[config.mk]
export PLATFORM = sky130hd
export DESIGN_NAME = mips_multicycle_control
export DESIGN_NICKNAME = d
export VERILOG_FILES = /design/src/rtl/mips_ctrl_pkg.sv /design/src/rtl/mc_ctrl_decode.sv /design/src/rtl/mips_multicycle_control.sv
export SDC_FILE = /design/constraint.sdc
export NUM_CORES = 1
export LEC_CHECK = 0
export ABC_CLOCK_PERIOD_IN_PS = 4850
export CORE_UTILIZATION = 49
export CTS_BUF_LIST = sky130_fd_sc_hd__clkbuf_4 sky130_fd_sc_hd__clkbuf_8
export DETAILED_ROUTE_END_ITERATION = 7
export GPL_TIMING_DRIVEN = 0
export HOLD_SLACK_MARGIN = 0.1
export PLACE_DENSITY = 0.95
export SLEW_MARGIN = 20
export SYNTH_ARGS = -nofsm -noshare
export SYNTH_HDL_FRONTEND = slang
export SYNTH_SLANG_ARGS = --single-unit
[constraint.sdc]
create_clock -name clk -period 4.85 [get_ports clk]
set_input_delay 0.7275 -clock clk [delete_from_list [all_inputs] [get_ports clk]]
set_output_delay 0.7275 -clock clk [all_outputs]
set_load 0.05 [all_outputs]
[src/rtl/mips_ctrl_pkg.sv]
// Shared encodings for the MIPS multi-cycle control unit: opcodes, FSM states,
// ALUOp codes and datapath mux selects.
package mips_ctrl_pkg;

  localparam logic [5:0] OP_RTYPE = 6'b000000;
  localparam logic [5:0] OP_LW    = 6'b100011;
  localparam logic [5:0] OP_SW    = 6'b101011;
  localparam logic [5:0] OP_BEQ   = 6'b000100;
  localparam logic [5:0] OP_J     = 6'b000010;

  typedef enum logic [3:0] {
    ST_IDLE   = 4'd0,
    ST_FETCH  = 4'd1,
    ST_DECODE = 4'd2,
    ST_MEMADR = 4'd3,
    ST_MEMRD  = 4'd4,
    ST_MEMWB  = 4'd5,
    ST_MEMWR  = 4'd6,
    ST_EXEC   = 4'd7,
    ST_RWB    = 4'd8,
    ST_BRANCH = 4'd9,
    ST_JUMP   = 4'd10,
    ST_TRAP   = 4'd11
  } state_t;

  // Same 2-bit encoding the ALU-op mapper already consumes.
  localparam logic [1:0] ALUOP_ADD   = 2'b00;
  localparam logic [1:0] ALUOP_SUB   = 2'b01;
  localparam logic [1:0] ALUOP_FUNCT = 2'b10;

  localparam logic [1:0] PCSRC_ALU    = 2'b00;
  localparam logic [1:0] PCSRC_ALUOUT = 2'b01;
  localparam logic [1:0] PCSRC_JUMP   = 2'b10;

  localparam logic [1:0] SRCB_REGB    = 2'b00;
  localparam logic [1:0] SRCB_FOUR    = 2'b01;
  localparam logic [1:0] SRCB_IMM     = 2'b10;
  localparam logic [1:0] SRCB_IMM_SH2 = 2'b11;

endpackage

[src/rtl/mc_ctrl_decode.sv]
// Combinational control-line decode: Moore outputs of the FSM state, with the
// FETCH-cycle IR/PC loads qualified by the memory ready handshake.
module mc_ctrl_decode
  import mips_ctrl_pkg::*;
(
  input  logic [3:0] state,
  input  logic       mem_ready,
  output logic       pc_write,
  output logic       pc_write_cond,
  output logic       iord,
  output logic       mem_read,
  output logic       mem_write,
  output logic       mem_to_reg,
  output logic       ir_write,
  output logic [1:0] pc_source,
  output logic [1:0] alu_op,
  output logic       alu_src_a,
  output logic [1:0] alu_src_b,
  output logic       reg_write,
  output logic       reg_dst
);

  always_comb begin
    pc_write      = 1'b0;
    pc_write_cond = 1'b0;
    iord          = 1'b0;
    mem_read      = 1'b0;
    mem_write     = 1'b0;
    mem_to_reg    = 1'b0;
    ir_write      = 1'b0;
    pc_source     = PCSRC_ALU;
    alu_op        = ALUOP_ADD;
    alu_src_a     = 1'b0;
    alu_src_b     = SRCB_REGB;
    reg_write     = 1'b0;
    reg_dst       = 1'b0;
    case (state_t'(state))
      ST_FETCH: begin
        // PC+4 is computed every fetch cycle but only committed with the IR.
        mem_read  = 1'b1;
        alu_src_b = SRCB_FOUR;
        ir_write  = mem_ready;
        pc_write  = mem_ready;
      end
      ST_DECODE: begin
        alu_src_b = SRCB_IMM_SH2;
      end
      ST_MEMADR: begin
        alu_src_a = 1'b1;
        alu_src_b = SRCB_IMM;
      end
      ST_MEMRD: begin
        mem_read = 1'b1;
        iord     = 1'b1;
      end
      ST_MEMWB: begin
        reg_write  = 1'b1;
        mem_to_reg = 1'b1;
      end
      ST_MEMWR: begin
        mem_write = 1'b1;
        iord      = 1'b1;
      end
      ST_EXEC: begin
        alu_src_a = 1'b1;
        alu_op    = ALUOP_FUNCT;
      end
      ST_RWB: begin
        reg_write = 1'b1;
        reg_dst   = 1'b1;
      end
      ST_BRANCH: begin
        alu_src_a     = 1'b1;
        alu_op        = ALUOP_SUB;
        pc_write_cond = 1'b1;
        pc_source     = PCSRC_ALUOUT;
      end
      ST_JUMP: begin
        pc_write  = 1'b1;
        pc_source = PCSRC_JUMP;
      end
      default: ;
    endcase
  end

endmodule

[src/rtl/mips_multicycle_control.sv]
// Multi-cycle MIPS control FSM: state register, next-state sequencing, retired
// instruction counter and sticky illegal-opcode flag.
module mips_multicycle_control
  import mips_ctrl_pkg::*;
#(
  parameter int CNT_W = 16
) (
  input  logic             clk,
  input  logic             rst_n,
  input  logic [5:0]       opcode,
  input  logic             mem_ready,
  output logic             pc_write,
  output logic             pc_write_cond,
  output logic             iord,
  output logic             mem_read,
  output logic             mem_write,
  output logic             mem_to_reg,
  output logic             ir_write,
  output logic [1:0]       pc_source,
  output logic [1:0]       alu_op,
  output logic             alu_src_a,
  output logic [1:0]       alu_src_b,
  output logic             reg_write,
  output logic             reg_dst,
  output logic             illegal_op,
  output logic [CNT_W-1:0] retired,
  output logic [3:0]       state_dbg
);

  state_t state, next_state;
  logic   retire_now;

  always_ff @(posedge clk or negedge rst_n) begin
    if (!rst_n) state <= ST_IDLE;
    else        state <= next_state;
  end

  always_comb begin
    next_state = state;
    case (state)
      ST_IDLE:   next_state = ST_FETCH;
      ST_FETCH:  if (mem_ready) next_state = ST_DECODE;
      ST_DECODE: begin
        case (opcode)
          OP_RTYPE:     next_state = ST_EXEC;
          OP_LW, OP_SW: next_state = ST_MEMADR;
          OP_BEQ:       next_state = ST_BRANCH;
          OP_J:         next_state = ST_JUMP;
          default:      next_state = ST_TRAP;
        endcase
      end
      ST_MEMADR: begin
        // Opcode is still live here; anything other than lw/sw is a trap.
        if (opcode == OP_LW)      next_state = ST_MEMRD;
        else if (opcode == OP_SW) next_state = ST_MEMWR;
        else                      next_state = ST_TRAP;
      end
      ST_MEMRD:  if (mem_ready) next_state = ST_MEMWB;
      ST_MEMWB:  next_state = ST_FETCH;
      ST_MEMWR:  if (mem_ready) next_state = ST_FETCH;
      ST_EXEC:   next_state = ST_RWB;
      ST_RWB:    next_state = ST_FETCH;
      ST_BRANCH: next_state = ST_FETCH;
      ST_JUMP:   next_state = ST_FETCH;
      ST_TRAP:   next_state = ST_TRAP;
      default:   next_state = ST_IDLE;
    endcase
  end

  // An instruction retires on the edge that leaves its final state.
  assign retire_now = (state == ST_RWB) || (state == ST_MEMWB) ||
                      (state == ST_BRANCH) || (state == ST_JUMP) ||
                      ((state == ST_MEMWR) && mem_ready);

  always_ff @(posedge clk or negedge rst_n) begin
    if (!rst_n) begin
      retired    <= '0;
      illegal_op <= 1'b0;
    end else begin
      if (retire_now)              retired    <= retired + CNT_W'(1);
      if (next_state == ST_TRAP)   illegal_op <= 1'b1;
    end
  end

  assign state_dbg = state;

  mc_ctrl_decode u_decode (
    .state         (state),
    .mem_ready     (mem_ready),
    .pc_write      (pc_write),
    .pc_write_cond (pc_write_cond),
    .iord          (iord),
    .mem_read      (mem_read),
    .mem_write     (mem_write),
    .mem_to_reg    (mem_to_reg),
    .ir_write      (ir_write),
    .pc_source     (pc_source),
    .alu_op        (alu_op),
    .alu_src_a     (alu_src_a),
    .alu_src_b     (alu_src_b),
    .reg_write     (reg_write),
    .reg_dst       (reg_dst)
  );

endmodule

== Word level (Yosys, flattened, before mapping) ==
Cells that the tools add are included.
Widths: inputs -> output; s select.
Operators by class
  eq/ne operators: 16
  $mul: 0
  reductions and logical operators: 13
  order comparisons: 0
  mux-type cells: 20
  shifts and indexed selects: 0
  add/sub/neg operators: 1
  divide/modulo/power cells: 0
  bitwise gates (word level): 0
Operators with widths (count)
  $pmux 4 s8: 1
  $eq 4x4->1 const B: 5
  $mux 4: 5
  $add 16x1->16 const B: 1
  $eq 4x3->1 const B: 4
  $pmux 4 s4: 1
  $eq 6x6->1 const B: 2
  $mux 1: 9
  $eq 4x2->1 const B: 2
  $pmux 2 s2: 2
  $reduce_or 2->1: 4
  $eq 6x2->1 const B: 1
  $eq 6x3->1 const B: 1
  $logic_not 6->1: 1
  $pmux 2 s3: 1
  $reduce_or 5->1: 1
  $eq 4x1->1 const B: 1
  $logic_not 4->1: 1
  $logic_or 1x1->1: 4
  $reduce_or 3->1: 1
  $pmux 1 s2: 1
  $logic_and 1x1->1: 1
Word-level totals
  bits in writable memories: 0
  bits in latches: 0
  input bits: 9
  memories: 0
  flip-flop bits (word level): 21
  memory bits (read-only): 0
  word-level logic and storage cells: 53

== Longest topological paths before layout ==
Gate-level depths: netlist of the first run.
  depth in word-level cells: 5
  gate-level depth with buffers: 6
  gate-level depth less buffers: 5

== Cells and area by module ==
A second synthesis of the first run with hierarchy kept.
Unflattened totals
  cell total of the unflattened synthesis: 132
  area, all modules: 1295.0 µm²
Modules (own cells, without submodules)
  mips_multicycle_control: area each 1076.0 µm², instances 1, cells each 100
  mc_ctrl_decode: area each 219.0 µm², instances 1, cells each 32

== Worst setup path before layout of the first run ==
No wires, ideal clock.
  kind: register to output
  start point: reg state[2] (netlist: state_dbg[2])
  end point: out reg_write
  cell stages (with the launch flop): 6
  data required time: 4.123 ns
  data arrival time: 2.563 ns
  setup slack: 1.560 ns
  cell sequence: dfrtp_1 > buf_2 > inv_1 > nand2_1 > nor3_1 > or2_2
On the way
  longest elaborated chain between the ends: 3
  elaborated cells between the ends (all ways): 4
  classes of those cells: 2 x eq/ne; 1 x mux; 1 x reduce/logical
RTL lines
  from (decl): RTL line mips_multicycle_control.sv:30  | state_t state, next_state;
  from (signal assigned): RTL line mips_multicycle_control.sv:35  | else state <= next_state;
  $eq 4x4->1 / $eq 4x3->1 (equally long branches): RTL line mc_ctrl_decode.sv:37  | case (state_t'(state))
  $reduce_or 2->1 (no line) *
  $mux 1 *: RTL line mc_ctrl_decode.sv:37
  to (decl): RTL line mips_multicycle_control.sv:23  | output logic reg_write,
Mark *: on every way between the ends. The rest lies on a longest branch, timed or not.

== Worst setup path in the final report of the first run ==
  start point: in mem_ready
  end point: out pc_write
On the way
  longest elaborated chain between the ends: 1
RTL lines
  from (decl): RTL line mips_multicycle_control.sv:11  | input logic mem_ready,
  $pmux 1 s2: RTL line mc_ctrl_decode.sv:37
  to (decl): RTL line mips_multicycle_control.sv:12  | output logic pc_write,
Every way passes these cells.

==> impl_metrics.tcl, run 1 <==
set metrics [dict create \
    worstSkewPairLatency_ns 0.31 \
    die_area_sq_um 2670 \
    dp_hpwl_mm 2.23 \
    synth.avg_cell_area_sq_um 9.66 \
    syn_area_sq_um 1210 \
    synthMuxAreaShare_pct 1.87 \
    cts_setup_buffers 0 \
    clk_pin_slew_ns 0.11 \
    synth_nets 135 \
    drt_iter0_markers 18 \
    post_cts_resized 0 \
    seq_power_share_pct 24.6 \
    gp_congestion 0.884 \
    multi_input_area_sq_um 632 \
    hold_class "register to register" \
    fillCellCount 164 \
    cts_hold_buf 0 \
    synth_compound_area_share_pct 10.5 \
    p_leak_nw 0.695 \
    hold_violations 0 \
    cp-start-kind "primary input" \
    synth_top_family_by_area "simple AND/OR/NAND/NOR gates" \
    cpPeakStageDelay_ns 0.70 \
    io_pins 46 \
    switching_share_pct 53.6 \
    area_growth_pct 42.5 \
    diodes 0 \
    tns_ns 0 \
    synth_xor_area_share_pct 11.6 \
    worst_slew_pin_slew_ns 0.891 \
    cts_buffer_depth 2 \
    synth.most_common_cell "dfrtp_1" \
    irDropWorstVdd_mv 0.548 \
    vias 1116 \
    yosysSeqAreaShare_pct 43.5 \
    period_share_pct 65.2 \
    synth_area_leaders "dfrtp_1, xnor2_1, nand3_1" \
    fin_worst_skew_ns 0.00253 \
    gr-total-overflow 0 \
    period_needed_ns 3.16 \
    drtPass1Iterations 4 \
    cp_cell_sequence "clkdlybuf4s50_1, and3_1, or2_2, clkdlybuf4s50_1" \
    crit_required_ns 4.12 \
    rsz0062_at_grt "false" \
    grt_pass1_vias 1052 \
    cts_root_buffer "clkbuf_4" \
    crit_family "buffers and inverters" \
    max_cap_violations 0 \
    pwr-share-comb_pct 67.5 \
    synthCells 125 \
    initial_utilization_pct 53.1 \
    fin_nets 185 \
    drive_above_1_share_pct 12.6 \
    rows 17 \
    die_y_microns 51.6 \
    setup_violations 0 \
    yosysTopAreaCellShare_pct 43.5 \
    p_total_w 0.00106 \
    power_density_nw_per_um2 618 \
    regArea_sq_um 526 \
    drc 0 \
    cpMostUsedCell "clkdlybuf4s50_1" \
    yosys.area.top_type "dfrtp_1" \
    cp-end-kind "output pin" \
    routedWlPerCell_microns 14.0 \
    synth_edf_count 0 \
    synth-adder-area-share_pct 1.04 \
    path_buf_inv 2 \
    p_switching_w 0.000569 \
    die_x_microns 51.6 \
    viasPerCell 5.52 \
    grt_max_degree 22 \
    ys_ff_latch 21 \
    grt_pass1_wl_mm 4.81 \
    yosys.area_share.simple_pct 27.4 \
    ys_warn_count 0 \
    cp_slowest_cell "clkdlybuf4s50_1" \
    drv_slew 0 \
    numPortBuffers 45 \
    htree_levels 1 \
    clockPowerShare_pct 7.9 \
    cp_max_fo 7 \
    numCtsBuffers 3 \
    internal_power_w 0.000494 \
    relSlewSlack_pct 40.4 \
    status "finished, final reports clean" \
    wl_mm 2.83 \
    coreArea_sq_um 2280 \
    route.antenna.remaining_nets 0 \
    yosys.cell_types.count 40 \
    max_freq_ghz 0.316 \
    globalRouteTotalUtil_pct 24.5 \
    antenna_found_initial 0 \
    cp_data_arrival_time_ns 2.43 \
    yosys-top-cells-count "dfrtp_1, xnor2_1, nor2_1" \
    worstSetupPathType "primary input to output pin" \
    cts_tree "done" \
    synthFlopType "dfrtp_1" \
    async_flop_share_pct 100 \
    cts_sinks 21 \
]
[layout by cell type (no fill, tap or decap), types with 2 or more instances in the layout]
master	instances
or2_2	2
nand2_1	7
a21oi_1	4
nor2_1	12
inv_1	2
buf_4	2
clkdlybuf4s50_1	45
nand4_1	3
clkbuf_4	3
xnor2_1	15
o21ai_0	3
and2_1	3
and3_1	4
and4_1	2
nor3_1	4
dfrtp_1	21
nand3_1	10
nand2b_1	4
buf_2	4
[worst reg2reg max path, stage by stage, from the launching register on]
cell	delay, ns
dfrtp_1	0.45
buf_2	0.21
nand2_1	0.16
nand3_1	0.18
a21boi_2	0.36
nand3_1	0.17
xnor2_1	0.20
[flip-flops by register name (all words and copies together) (netlist names)]
register,cells
illegal_op,1
retired,16
state_dbg,4
[final timing paths]
kind / start / cells past startpoint / endpoint / slack, ns
max in group asynchronous: rst_n / 1 / retired[2] / 3.40
worst min-delay path: retired[15] / 1 / retired[15] / 0.49
worst min register to register: retired[15] / 1 / retired[15] / 0.49
worst max register to register: state_dbg[0] / 6 / retired[12] / 3.04
worst max-delay path: mem_ready / 4 / pc_write / 1.69
min in group asynchronous: rst_n / 1 / retired[13] / 0.91
[per-layer routing]
metal	vias to the layer above	GRT usage, %	share of wire (%)
met5	-	0	0
met4	0	11.3	2.9
met3	11	2.63	6.5
met2	56	43.1	48
met1	509	30.0	43
li1	540	-	-
[area by class of cell]
type                       instances  area share, %
tap                               28           2.04
buffer                             7           2.25
clock buffer                       3           1.31
inverter                           3          0.655
clock inverter                     1          0.291
multi-input combinational         94           36.7
timing repair buffer              45           26.2
sequential                        21           30.5
[stage by stage]
| stage | std cells | utilization, % | cell area (sq um) | worst slack (ns) | hold slack [ns] |
|---|---|---|---|---|---|
| after floorplan | 125 | - | 1210 | 1.56 | 0.432 |
| after CTS | 202 | 75.6 | 1720 | 1.70 | 0.490 |
| after detailed placement | 198 | 74.4 | 1690 | 1.71 | 0.474 |
| after global placement | 198 | 74.4 | 1690 | 1.72 | 0.462 |
| after global routing | 202 | 75.6 | 1720 | 1.63 | 0.519 |
| final | 202 | 75.6 | 1720 | 1.69 | 0.486 |
[logic make-up after synthesis]
family | Yosys count
flip-flops | 21
AND/OR/NAND/NOR | 58
multiplexers | 2
AO/OA/AOI/OAI | 17
XOR/XNOR | 16
buffers and inverters | 10
adder cells (fa/ha/maj) | 1
[power by group through the flow]
stage | clock, W | combinational (W) | sequential, W
2_1_floorplan | 0 | 0.000377 | 0.000383
3_3_place_gp | 0 | 0.000705 | 0.000259
6_report | 0.0000842 | 0.000718 | 0.000261
3_5_place_dp | 0 | 0.000719 | 0.000263
5_1_grt | 0.0000917 | 0.000764 | 0.000268
4_1_cts | 0.0000844 | 0.000719 | 0.000261
Power figures use the tool's default switching activity.
==> run 2: changes to the inputs <==
--- a/config.mk
+++ b/config.mk
@@ -5,13 +5,13 @@
 export SDC_FILE = /design/constraint.sdc
 export NUM_CORES = 1
 export LEC_CHECK = 0
-export ABC_CLOCK_PERIOD_IN_PS = 4850
-export CORE_UTILIZATION = 49
+export ABC_CLOCK_PERIOD_IN_PS = 3100
+export CORE_UTILIZATION = 45
 export CTS_BUF_LIST = sky130_fd_sc_hd__clkbuf_4 sky130_fd_sc_hd__clkbuf_8
 export DETAILED_ROUTE_END_ITERATION = 7
 export GPL_TIMING_DRIVEN = 0
 export HOLD_SLACK_MARGIN = 0.1
-export PLACE_DENSITY = 0.95
+export PLACE_DENSITY = 0.9
 export SLEW_MARGIN = 20
 export SYNTH_ARGS = -nofsm -noshare
 export SYNTH_HDL_FRONTEND = slang
==> constraint.sdc (replaced) <==
create_clock -name clk -period 3.1 [get_ports clk]
set_input_delay 0.465 -clock clk [delete_from_list [all_inputs] [get_ports clk]]
set_output_delay 0.465 -clock clk [all_outputs]
set_load 0.05 [all_outputs]
==> impl_metrics.tcl, run 2 (synthesis gave the netlist of run 1 again) <==
set metrics [dict create \
    largest-register "retired" \
    drc 0 \
    globalRouteTotalUtil_pct 21.3 \
    cts_sinks 21 \
    dp_hpwl_mm 2.19 \
    rows 18 \
    irDropWorstVdd_mv 0.976 \
    top_usage_layer "met2" \
    grt_pass1_vias 1054 \
    drv_slew 0 \
    cp_max_fo 8 \
    viasPerCell 5.63 \
    drive_above_1_share_pct 12.6 \
    cp_cell_sequence "buf_2, inv_1, nand2_1, mux2_2, nor2_1, clkdlybuf4s50_1" \
    crit_required_ns 2.63 \
    worstSkewPairLatency_ns 0.31 \
    cpPeakStageDelay_ns 0.81 \
    cts_tree "done" \
    place_inst 200 \
    worstSetupPathType "register to output pin" \
    io_pins 46 \
    fin_nets 185 \
    tns_ns 0 \
    die_area_sq_um 2890 \
    clk_pin_slew_ns 0.12 \
    drt_iter0_markers 21 \
    dpl_cell_area_sq_um 1700 \
    cp_slowest_cell "clkdlybuf4s50_1" \
    setup_violations 0 \
    cp-end-kind "output pin" \
    max_freq_ghz 0.352 \
    final_cell_mix "clkdlybuf4s50_1, dfrtp_1, xnor2_1" \
    gr-total-overflow 0 \
    reg2reg_slack_ns 1.33 \
    initial_utilization_pct 48.3 \
    whs_ns 0.492 \
    max_cap_violations 0 \
    status "finished, final reports clean" \
    endpoint "alu_src_a" \
    period_share_pct 91.6 \
    numPortBuffers 45 \
    cts_root_buffer "clkbuf_4" \
    cts_buffer_depth 2 \
    worst_slew_pin_slew_ns 0.886 \
    antenna_found_initial 0 \
    area_growth_pct 42.7 \
    routedWlPerCell_microns 13.8 \
    period_needed_ns 2.84 \
    grt_max_degree 22 \
    largest_reg_flops 16 \
    route.antenna.remaining_nets 0 \
    fin_area_sq_um 1720 \
    rsz0062_at_grt "false" \
    htree_levels 1 \
    p_leak_nw 0.695 \
    post_cts_resized 0 \
    grt_pass1_wl_mm 4.46 \
    r2r_end "retired[11]" \
    fin_worst_skew_ns 0.00141 \
    cp_data_arrival_time_ns 2.37 \
    final_common_cell "clkdlybuf4s50_1" \
    r2r_start "state_dbg[0]" \
    critPathLaunch "state_dbg[2]" \
    diodes 0 \
    r2r.worst_path.cells 6 \
    gp_congestion 0.916 \
    power_density_nw_per_um2 967 \
    cp-start-kind "register" \
    gr-usage-met1_pct 24.0 \
    use_met3_pct 2.26 \
    coreArea_sq_um 2500 \
    vias 1148 \
    cts_setup_buffers 0 \
    wl_mm 2.82 \
    die_x_microns 53.8 \
    fin_cells 204 \
    hold_violations 0 \
    cts_hold_buf 0 \
    die_y_microns 53.8 \
    drtPass1Iterations 4 \
    relSlewSlack_pct 40.7 \
    gr-usage-met2_pct 39.5 \
    hold_class "register to register" \
    numCtsBuffers 3 \
]
run 2: cell counts in the layout (fill, tap and decap cells not counted):
Identical to the previous run, type by type.
run 2: layer usage:
| layer | vias up | routed length (microns) |
|---|---|---|
| met2 | 62 | 1390 |
| met5 | - | 0 |
| met4 | 0 | 40 |
| met3 | 4 | 233 |
| met1 | 543 | 1160 |
| li1 | 539 | - |
run 2: worst min-delay path by stage:
stage,start,endpoint,cells past startpoint
floorplan,rst_n,illegal_op,0
detailed placement,retired[15],retired[15],1
CTS,retired[15],retired[15],1
global placement,retired[15],retired[15],1
global route,retired[7],retired[7],1
finish,retired[15],retired[15],1
run 2: critical path: cells and delay by family, from the launching register on:
family        cells  cell delay (ns)
buf+inv           3             1.12
mux               1             0.29
simple gates      2             0.25
flops             1             0.41
run 2: layout make-up:
cell class	count	area [sq um]
buffer	7	38.8
clock buffer	3	22.5
clock inverter	1	5.00
fill	219	777
inverter	3	11.3
multi-input combinational	94	632
sequential	21	526
tap	30	37.5
timing repair buffer	45	450
run 2: where the power goes:
part	leakage, nW	total [W]	internal [W]	switching (W)
Clock	0.0177	0.000135	0.0000483	0.0000864
Combinational	0.405	0.00112	0.000390	0.000734
Sequential	0.272	0.000408	0.000334	0.0000737
run 2: stage by stage:
stage	utilization, %	setup slack (ns)	power (W)
after detailed placement	67.8	0.491	0.00154
after global routing	68.9	0.176	0.00175
final	68.9	0.261	0.00167
after global placement	67.8	0.482	0.00151
after CTS	68.9	0.270	0.00168
after floorplan	-	0.0725	0.00119
==> run 3: changes to the inputs <==
--- a/config.mk
+++ b/config.mk
@@ -6,7 +6,7 @@
 export NUM_CORES = 1
 export LEC_CHECK = 0
 export ABC_CLOCK_PERIOD_IN_PS = 3100
-export CORE_UTILIZATION = 45
+export CORE_UTILIZATION = 46
 export CTS_BUF_LIST = sky130_fd_sc_hd__clkbuf_4 sky130_fd_sc_hd__clkbuf_8
 export DETAILED_ROUTE_END_ITERATION = 7
 export GPL_TIMING_DRIVEN = 0
@@ -15,4 +15,5 @@
 export SLEW_MARGIN = 20
 export SYNTH_ARGS = -nofsm -noshare
 export SYNTH_HDL_FRONTEND = slang
+export SYNTH_HIERARCHICAL = 1
 export SYNTH_SLANG_ARGS = --single-unit
==> impl_metrics.tcl, run 3 <==
set metrics [dict create \
    numPortBuffers 45 \
    grt_pass1_vias 1009 \
    setup_violations 0 \
    period_share_pct 89.8 \
    max_cap_violations 0 \
    final_common_cell "clkdlybuf4s50_1" \
    numCtsBuffers 3 \
    vias 1190 \
    cp_data_arrival_time_ns 2.32 \
    worstSetupPathType "register to output pin" \
    wl_met1_mm 1.23 \
    drtPass1Iterations 4 \
    clk_pin_slew_ns 0.11 \
    gp_congestion 0.857 \
    ys_ff_latch 21 \
    cts_hold_buf 0 \
    rows 18 \
    cts_sinks 21 \
    htree_levels 1 \
    dp_hpwl_mm 2.23 \
    routed-wl-met3_microns 187 \
    worst_slew_pin_slew_ns 0.894 \
    wl_mm 2.89 \
    hold_violations 0 \
    synth.most_common_cell "dfrtp_1" \
    yosys-top-cells-count "dfrtp_1, xnor2_1, nand2_1, nor2_1" \
    grt_pass1_wl_mm 4.35 \
    pre_cts_ws_ns 0.517 \
    syn_area_sq_um 1290 \
    drive_above_1_share_pct 11.0 \
    worst_slack_ns 0.317 \
    fin_worst_skew_ns 0.00361 \
    synth_nets 142 \
    drv_slew 0 \
    yosys.area.top_type "dfrtp_1" \
    p_leak_nw 0.745 \
    synth.avg_cell_area_sq_um 9.81 \
    synth_edf_count 0 \
    synth_area_leaders "dfrtp_1, xnor2_1, nand2_1" \
    hold_class "register to register" \
    route.met2.wl_mm 1.45 \
    yosysSeqAreaShare_pct 40.6 \
    io_pins 46 \
    place_inst 207 \
    viasPerCell 5.64 \
    cp_max_fo 10 \
    route.antenna.remaining_nets 0 \
    fin_cells 211 \
    fin_nets 192 \
    cts_buffer_depth 2 \
    tns_ns 0 \
    post_cts_resized 0 \
    final_cell_mix "clkdlybuf4s50_1, dfrtp_1, xnor2_1" \
    cts_root_buffer "clkbuf_4" \
    rsz0062_at_grt "false" \
    yosysTopAreaCellShare_pct 40.6 \
    cts_tree "done" \
    routedWlPerCell_microns 13.7 \
    initial_utilization_pct 50.4 \
    fillCellCount 209 \
    worstSkewPairLatency_ns 0.29 \
    yosys.cell_types.count 45 \
    die_x_microns 55.1 \
    cp-start-kind "register" \
    async_flop_share_pct 100 \
    irDropWorstVdd_mv 0.780 \
    area_growth_pct 40.5 \
    max_freq_ghz 0.359 \
    gr-total-overflow 0 \
    largest-register "retired" \
    crit_required_ns 2.63 \
    globalRouteTotalUtil_pct 19.6 \
    die_y_microns 55.1 \
    relSlewSlack_pct 40.2 \
    cp-end-kind "output pin" \
    grt_max_degree 22 \
    period_needed_ns 2.78 \
    synthCells 132 \
    cts_setup_buffers 0 \
    drc 0 \
    antenna_found_initial 0 \
    largest_reg_flops 16 \
    diodes 0 \
    status "finished, final reports clean" \
    ys_warn_count 6 \
    coreArea_sq_um 2570 \
    drt_iter0_markers 38 \
    routed.top_layer "met4" \
    power_density_nw_per_um2 945 \
    synthFlopType "dfrtp_1" \
    die_area_sq_um 3030 \
]
[run 3: final timing paths]
kind / startpoint / end / slack [ns] / depth (start not counted)
max: state_dbg[0] / reg_write / 0.32 / 4
min: illegal_op / illegal_op / 0.47 / 1
max reg2reg: state_dbg[0] / retired[12] / 1.13 / 6
min reg2reg: illegal_op / illegal_op / 0.47 / 1
max in group asynchronous: rst_n / retired[14] / 1.89 / 1
min in group asynchronous: rst_n / retired[1] / 0.66 / 1
[run 3: cell type report]
class | count | area, sq um | area share, %
Buffer | 7 | 61.3 | 3.37
Clock buffer | 4 | 30.0 | 1.65
Inverter | 3 | 11.3 | 0.619
Multi-Input combinational cell | 101 | 703 | 38.7
Sequential cell | 21 | 526 | 28.9
Tap cell | 30 | 37.5 | 2.06
Timing Repair Buffer | 45 | 450 | 24.8
[run 3: critical path: stages, from the launching register on]
cell and delay, ns:
dfrtp_1 0.51, buf_6 0.20, or3b_1 0.37, a21oi_2 0.13, clkdlybuf4s50_1 0.81
[run 3: report_power, final]
group | total [W] | switching [W] | leakage (nW) | internal (W)
registers | 0.000430 | 0.0000992 | 0.270 | 0.000331
clock network | 0.000136 | 0.0000776 | 0.0184 | 0.0000588
logic | 0.00115 | 0.000731 | 0.456 | 0.000422
total | 0.00172 | 0.000908 | 0.745 | 0.000812
[run 3: through the flow]
stage / instance area (sq um) / power (W) / util [%] / hold WS, ns
after floorplan: 1300 / 0.00124 / - / 0.169
after global placement: 1790 / 0.00155 / 69.7 / 0.441
after detailed placement: 1790 / 0.00158 / 69.7 / 0.446
after CTS: 1820 / 0.00172 / 70.9 / 0.478
after global routing: 1820 / 0.00181 / 70.9 / 0.502
final: 1820 / 0.00172 / 70.9 / 0.470
[run 3: cell families (layout without fill, tap and decap cells)]
logic type,Yosys count,count (layout),share of synthesized area (%)
compound gates,19,19,10.7
xor+xnor,17,17,12.1
fa+ha+maj,1,1,0.966
buf+inv,10,59,5.60
flops,21,21,40.6
mux,2,2,1.74
simple gates,62,62,28.3
[run 3: per-layer routing]
layer	track usage, %	up-vias
li1	-	561
met1	25.2	571
met2	34.3	54
met3	1.91	4
met4	6.25	0
met5	0	-
